## src/rtl/mem_access_unit.sv

```systemverilog
// MEM-stage load/store unit: request/handshake FSM, store lane replication and load alignment.
// Optional MEM_ALIGN_CHECK_EN: reject misaligned accesses with adel/ades instead of forcing alignment.
module mem_access_unit #(
   parameter int WIDTH = 32
) (
   input  logic             clk,
   input  logic             resetn,
   input  logic             in_valid,
   input  logic             mem_read,
   input  logic             mem_write,
   input  logic [1:0]       mem_size,
   input  logic             mem_signed,
   input  logic [WIDTH-1:0] addr,
   input  logic [WIDTH-1:0] store_data,
   input  logic             flush,
   input  logic             wb_ready,
   output logic             data_req,
   output logic             data_wr,
   output logic [1:0]       data_size,
   output logic [WIDTH-1:0] data_addr,
   output logic [WIDTH-1:0] data_wdata,
   output logic [3:0]       data_wstrb,
   input  logic             data_addr_ok,
   input  logic             data_data_ok,
   input  logic [WIDTH-1:0] data_rdata,
   output logic [WIDTH-1:0] Memdata,
   output logic             out_valid,
   output logic             stall,
   output logic             adel,
   output logic             ades
);

   typedef enum logic [1:0] {IDLE, REQ, WAIT, HOLD} state_t;

   state_t           state;
   logic             signed_p1;
   logic             discard_p1;
   logic             is_mem;
   logic             accept;
   logic             done;
   logic             kill;
   logic [WIDTH-1:0] eff_addr;
`ifdef MEM_ALIGN_CHECK_EN
   logic             misaligned;
`endif

   function automatic logic [WIDTH-1:0] lane_wdata(input logic [1:0] sz, input logic [WIDTH-1:0] sd);
      case (sz)
         2'b00:   return {(WIDTH/8){sd[7:0]}};
         2'b01:   return {(WIDTH/16){sd[15:0]}};
         default: return sd;
      endcase
   endfunction

   function automatic logic [3:0] lane_wstrb(input logic [1:0] sz, input logic [1:0] a, input logic wr);
      if (!wr) return 4'b0000;
      case (sz)
         2'b00:   return 4'b0001 << a;
         2'b01:   return 4'b0011 << a;
         default: return 4'b1111;
      endcase
   endfunction

   // Word accesses always arrive with a==0, so the shifted value is the raw word.
   function automatic logic [WIDTH-1:0] load_extract(input logic [WIDTH-1:0] rdata, input logic [1:0] a,
                                                     input logic [1:0] sz, input logic sg);
      logic [WIDTH-1:0] sh;
      sh = rdata >> {a, 3'b000};
      case (sz)
         2'b00:   return {{(WIDTH-8){sg & sh[7]}}, sh[7:0]};
         2'b01:   return {{(WIDTH-16){sg & sh[15]}}, sh[15:0]};
         default: return sh;
      endcase
   endfunction

   always_comb begin
      is_mem   = in_valid & (mem_read | mem_write);
      eff_addr = addr;
`ifdef MEM_ALIGN_CHECK_EN
      misaligned = ((mem_size == 2'b01) & addr[0]) | (mem_size[1] & (|addr[1:0]));
      accept     = (state == IDLE) & is_mem & !flush & !misaligned;
`else
      if (mem_size == 2'b01)
         eff_addr[0] = 1'b0;
      else if (mem_size[1])
         eff_addr[1:0] = 2'b00;
      accept = (state == IDLE) & is_mem & !flush;
`endif
      done  = ((state == REQ) & data_addr_ok & data_data_ok) | ((state == WAIT) & data_data_ok);
      kill  = discard_p1 | flush;
      stall = accept | (state == REQ) | (state == WAIT) | ((state == HOLD) & !wb_ready);
   end

   always_ff @(posedge clk or negedge resetn) begin
      if (!resetn) begin
         state      <= IDLE;
         signed_p1  <= 1'b0;
         discard_p1 <= 1'b0;
         data_req   <= 1'b0;
         data_wr    <= 1'b0;
         data_size  <= 2'b00;
         data_addr  <= '0;
         data_wdata <= '0;
         data_wstrb <= 4'b0000;
         Memdata    <= '0;
         out_valid  <= 1'b0;
         adel       <= 1'b0;
         ades       <= 1'b0;
      end else begin
         adel <= 1'b0;
         ades <= 1'b0;
         case (state)
            IDLE: begin
               discard_p1 <= 1'b0;
               if (accept) begin
                  state      <= REQ;
                  data_req   <= 1'b1;
                  data_wr    <= mem_write;
                  data_size  <= mem_size;
                  data_addr  <= eff_addr;
                  signed_p1  <= mem_signed;
                  data_wdata <= lane_wdata(mem_size, store_data);
                  data_wstrb <= lane_wstrb(mem_size, eff_addr[1:0], mem_write);
               end
`ifdef MEM_ALIGN_CHECK_EN
               else if (is_mem & !flush & misaligned) begin
                  adel <= mem_read;
                  ades <= !mem_read;
               end
`endif
            end
            REQ, WAIT: begin
               if (flush)
                  discard_p1 <= 1'b1;
               if ((state == REQ) && data_addr_ok) begin
                  data_req <= 1'b0;
                  state    <= WAIT;
               end
               // Completion: a flushed access retires silently back to IDLE.
               if (done) begin
                  if (kill) begin
                     state <= IDLE;
                  end else begin
                     state     <= HOLD;
                     out_valid <= 1'b1;
                     if (!data_wr)
                        Memdata <= load_extract(data_rdata, data_addr[1:0], data_size, signed_p1);
                  end
               end
            end
            HOLD: begin
               if (wb_ready || flush) begin
                  state     <= IDLE;
                  out_valid <= 1'b0;
               end
            end
            default: state <= IDLE;
         endcase
      end
   end

endmodule

```

## config.mk

```make
export PLATFORM = sky130hd
export DESIGN_NAME = mem_access_unit
export DESIGN_NICKNAME = d
export VERILOG_FILES = /design/src/rtl/mem_access_unit.sv
export SDC_FILE = /design/constraint.sdc
export NUM_CORES = 1
export LEC_CHECK = 0
export CORE_MARGIN = 2
export CORE_UTILIZATION = 43
export CTS_CLUSTER_DIAMETER = 100
export DETAILED_ROUTE_END_ITERATION = 8
export PLACE_DENSITY = 0.81
export SLEW_MARGIN = 40
export SYNTH_ARGS = -nofsm -noshare
export SYNTH_HDL_FRONTEND = slang
export SYNTH_SLANG_ARGS = --single-unit
```

## constraint.sdc

```tcl
create_clock -name clk -period 2.9 [get_ports clk]
set_input_delay 0.58 -clock clk [delete_from_list [all_inputs] [get_ports clk]]
set_output_delay 0.58 -clock clk [all_outputs]
set_load 0.05 [all_outputs]
```

==> impl_metrics.csv <==
group,metric,value,unit
floorplan,core-area,11500,sq um
finish,nFillCells,957,
critical_path,reg2reg_depth,6,
yosys,synth-async-reset-ratio,100,%
finish,drive_gt1_share,5.76,%
clock_tree,clk_pin_slew,60,ps
global_routing,antenna_found_initial,0,
clock_tree,cts_buffers,9,
yosys,synth_top_area_share,53.2,%
critical_path,cp.arrival,2060,ps
global_routing,grt_pass1_wl,24700,microns
sta,slew_violations,0,
finish,antenna-diode-count,0,
placed_design,gp_congestion,0.907,
critical_path,crit_path_start_kind,"primary input",
finish,nNetsFinal,854,
sta,timing.final.crit_share,90.9,%
critical_path,critPathRequiredTime,2320,ps
yosys,syn_area,5130,sq um
sta,relSlewSlack,54.4,%
sta,setup_violations,0,
yosys,synth_seq_area_share,53.2,%
yosys,ys_ff_latch,109,
placed_design,dp_cells,874,
floorplan,dieWidth,113,microns
clock_tree,cts.hold.buffers_added,0,
yosys,synth.most_common_cell,"nand2_1",
clock_tree,h-tree-depth,3,
drt,ant_nets,0,
floorplan,start_util,44.5,%
yosys,ys_types,40,
global_routing,grt_overflow,0,
sta,worst_slew_pin_slew,684,ps
finish,final_core_util,67.0,%
yosys,synthTopCellsByCount,"nand2_1 (165), dfrtp_1 (109), mux2i_1 (42)",
sta,skew,7.58,ps
sta,rsz0062_at_grt,"no",
drt,wirelength,15300,microns
pwr,power_density,1270,nW/um^2
drt,firstDrtPassIters,7,
clock_tree,clk_latency,340,ps
placed_design,dp_hpwl,11300,microns
yosys,synth_flop_cell,"dfrtp_1",
pwr,total_leakage_power,3.47,nW
floorplan,chipHeight,113,microns
drt,drc_errors,16,
finish,syn2layout_area_growth,50.4,%
clock_tree,cts_setup_buffers,0,
global_routing,grt_pass1_vias,4776,
pwr,finalPower,9.82,mW
sta,finalHoldViolations,0,
yosys,synth_edf_count,0,
critical_path,crit_type,"primary input to output port",
global_routing,grt.total_usage,24.4,%
job,max-cap-violations,0,
yosys,synth_warnings,0,
hold_path,worstHoldPathType,"primary input to asynchronous set/reset pin",
sta,setup_tns,0,ps
sta,period_needed,2640,ps
yosys,synth.area.top_cells,"dfrtp_1 (53%), nand2_1 (12%), mux2i_1 (8.2%)",
yosys,syn_area_per_cell,9.45,sq um
drt,drtIter0Drc,293,
clock_tree,cts_buffer_depth,2,
critical_path,cp-end-kind,"output port",
drt,via_count,4680,
outcome,status,"complete, but fails checks",
sta,fmax,379,MHz
clock_tree,cts_tree,"yes",
pwr,ir_drop,0.799,mV
yosys,yosys.area.top_type,"dfrtp_1",
outcome,failed_checks,"design-rule violations",
floorplan,row_count,39,
floorplan,dieArea,12800,sq um
yosys,netlist_instances,543,
finish,layoutNonFillerInstCount,889,
critical_path,cp_max_fo,6,
floorplan,io_pins,216,
clock_tree,cts_sinks,109,
clock_tree,cts.repair.resized,0,
drt,viasPerCell,5.26,
drt,wl_per_cell,17.2,microns
placed_design,numPortBuffers,213,
clock_tree,root_buffer,"clkbuf_16",
global_routing,grt_max_degree,99,
[sequential cells by signal (all words and copies together), names as in the netlist]
name / count
Memdata: 32
data_addr: 32
data_req: 1
data_size: 2
data_wdata: 32
data_wr: 1
data_wstrb: 4
discard_p1: 1
out_valid: 1
signed_p1: 1
state: 2
[kinds of logic after synthesis]
group / after synthesis / share of synthesized area (%)
AND/OR/NAND/NOR: 230 / 18.8
multiplexers: 53 / 10.7
adder cells (fa/ha/maj): 4 / 0.976
buffers and inverters: 43 / 3.46
XOR/XNOR: 1 / 0.171
other: 1 / 0.0731
AO/OA/AOI/OAI: 102 / 12.6
flip-flops: 109 / 53.2
[layout make-up]
cell class	instances	area, sq um	area share (%)
clock buffer	11	233	3.02
multi-input combinational	392	2230	29.0
inverter	7	26.3	0.341
sequential	109	2730	35.4
clock inverter	4	73.8	0.957
timing repair buffer	223	2240	29.1
tap	143	179	2.32
[metal layers]
| layer | global-route usage (%) | part of all wire, % | vias to the layer above |
|---|---|---|---|
| met2 | 39.9 | 48 | 208 |
| met1 | 29.4 | 39 | 2234 |
| li1 | - | - | 2212 |
| met4 | 9.67 | 2.4 | 0 |
| met3 | 8.84 | 11 | 26 |
| met5 | 0 | 0 | - |
[metrics by stage]
step | hold WS, ps | setup WS (ps) | instance area [sq um]
finish | 256 | 264 | 7710
global route | 287 | 222 | 7710
CTS | 271 | 264 | 7710
detailed placement | 462 | 265 | 7400
global placement | 458 | 290 | 7400
floorplan | 284 | 784 | 5130
[critical path: stages]
cell             delay (ps)
clkdlybuf4s50_1         500
nor2_1                  200
nor3_2                   70
or4_1                   530
buf_12                  180
[cell usage in the layout, fill, tap and decap left out, types with 2 or more instances in the layout]
cell	n
ha_1	4
and2_1	8
mux2_2	10
nor2b_1	14
o2bb2ai_1	7
clkbuf_16	9
buf_4	9
bufinv_16	2
o31ai_1	2
mux2i_1	42
clkbuf_1	2
nand2b_1	2
conb_1	2
a21oi_1	27
a211oi_1	7
nor2_1	31
inv_1	7
nand2_1	165
clkdlybuf4s50_1	210
o22a_1	16
o21ai_0	34
dfrtp_1	109
buf_12	3
[where the power goes]
part / internal [mW] / switching, mW
combinational: 2.00 / 3.83
sequential: 2.24 / 0.474
clock: 0.753 / 0.527
total: 4.99 / 4.83
[path summary, 6_finish.rpt]
path	slack, ps	to	from
max	260	stall	mem_write
min	260	discard_p1	resetn
max reg2reg	680	state[0]	state[0]
min reg2reg	470	data_addr[17]	data_addr[17]
max in group asynchronous	1880	Memdata[27]	resetn
min in group clk	470	data_addr[17]	data_addr[17]
Power figures use the tool's default switching activity.
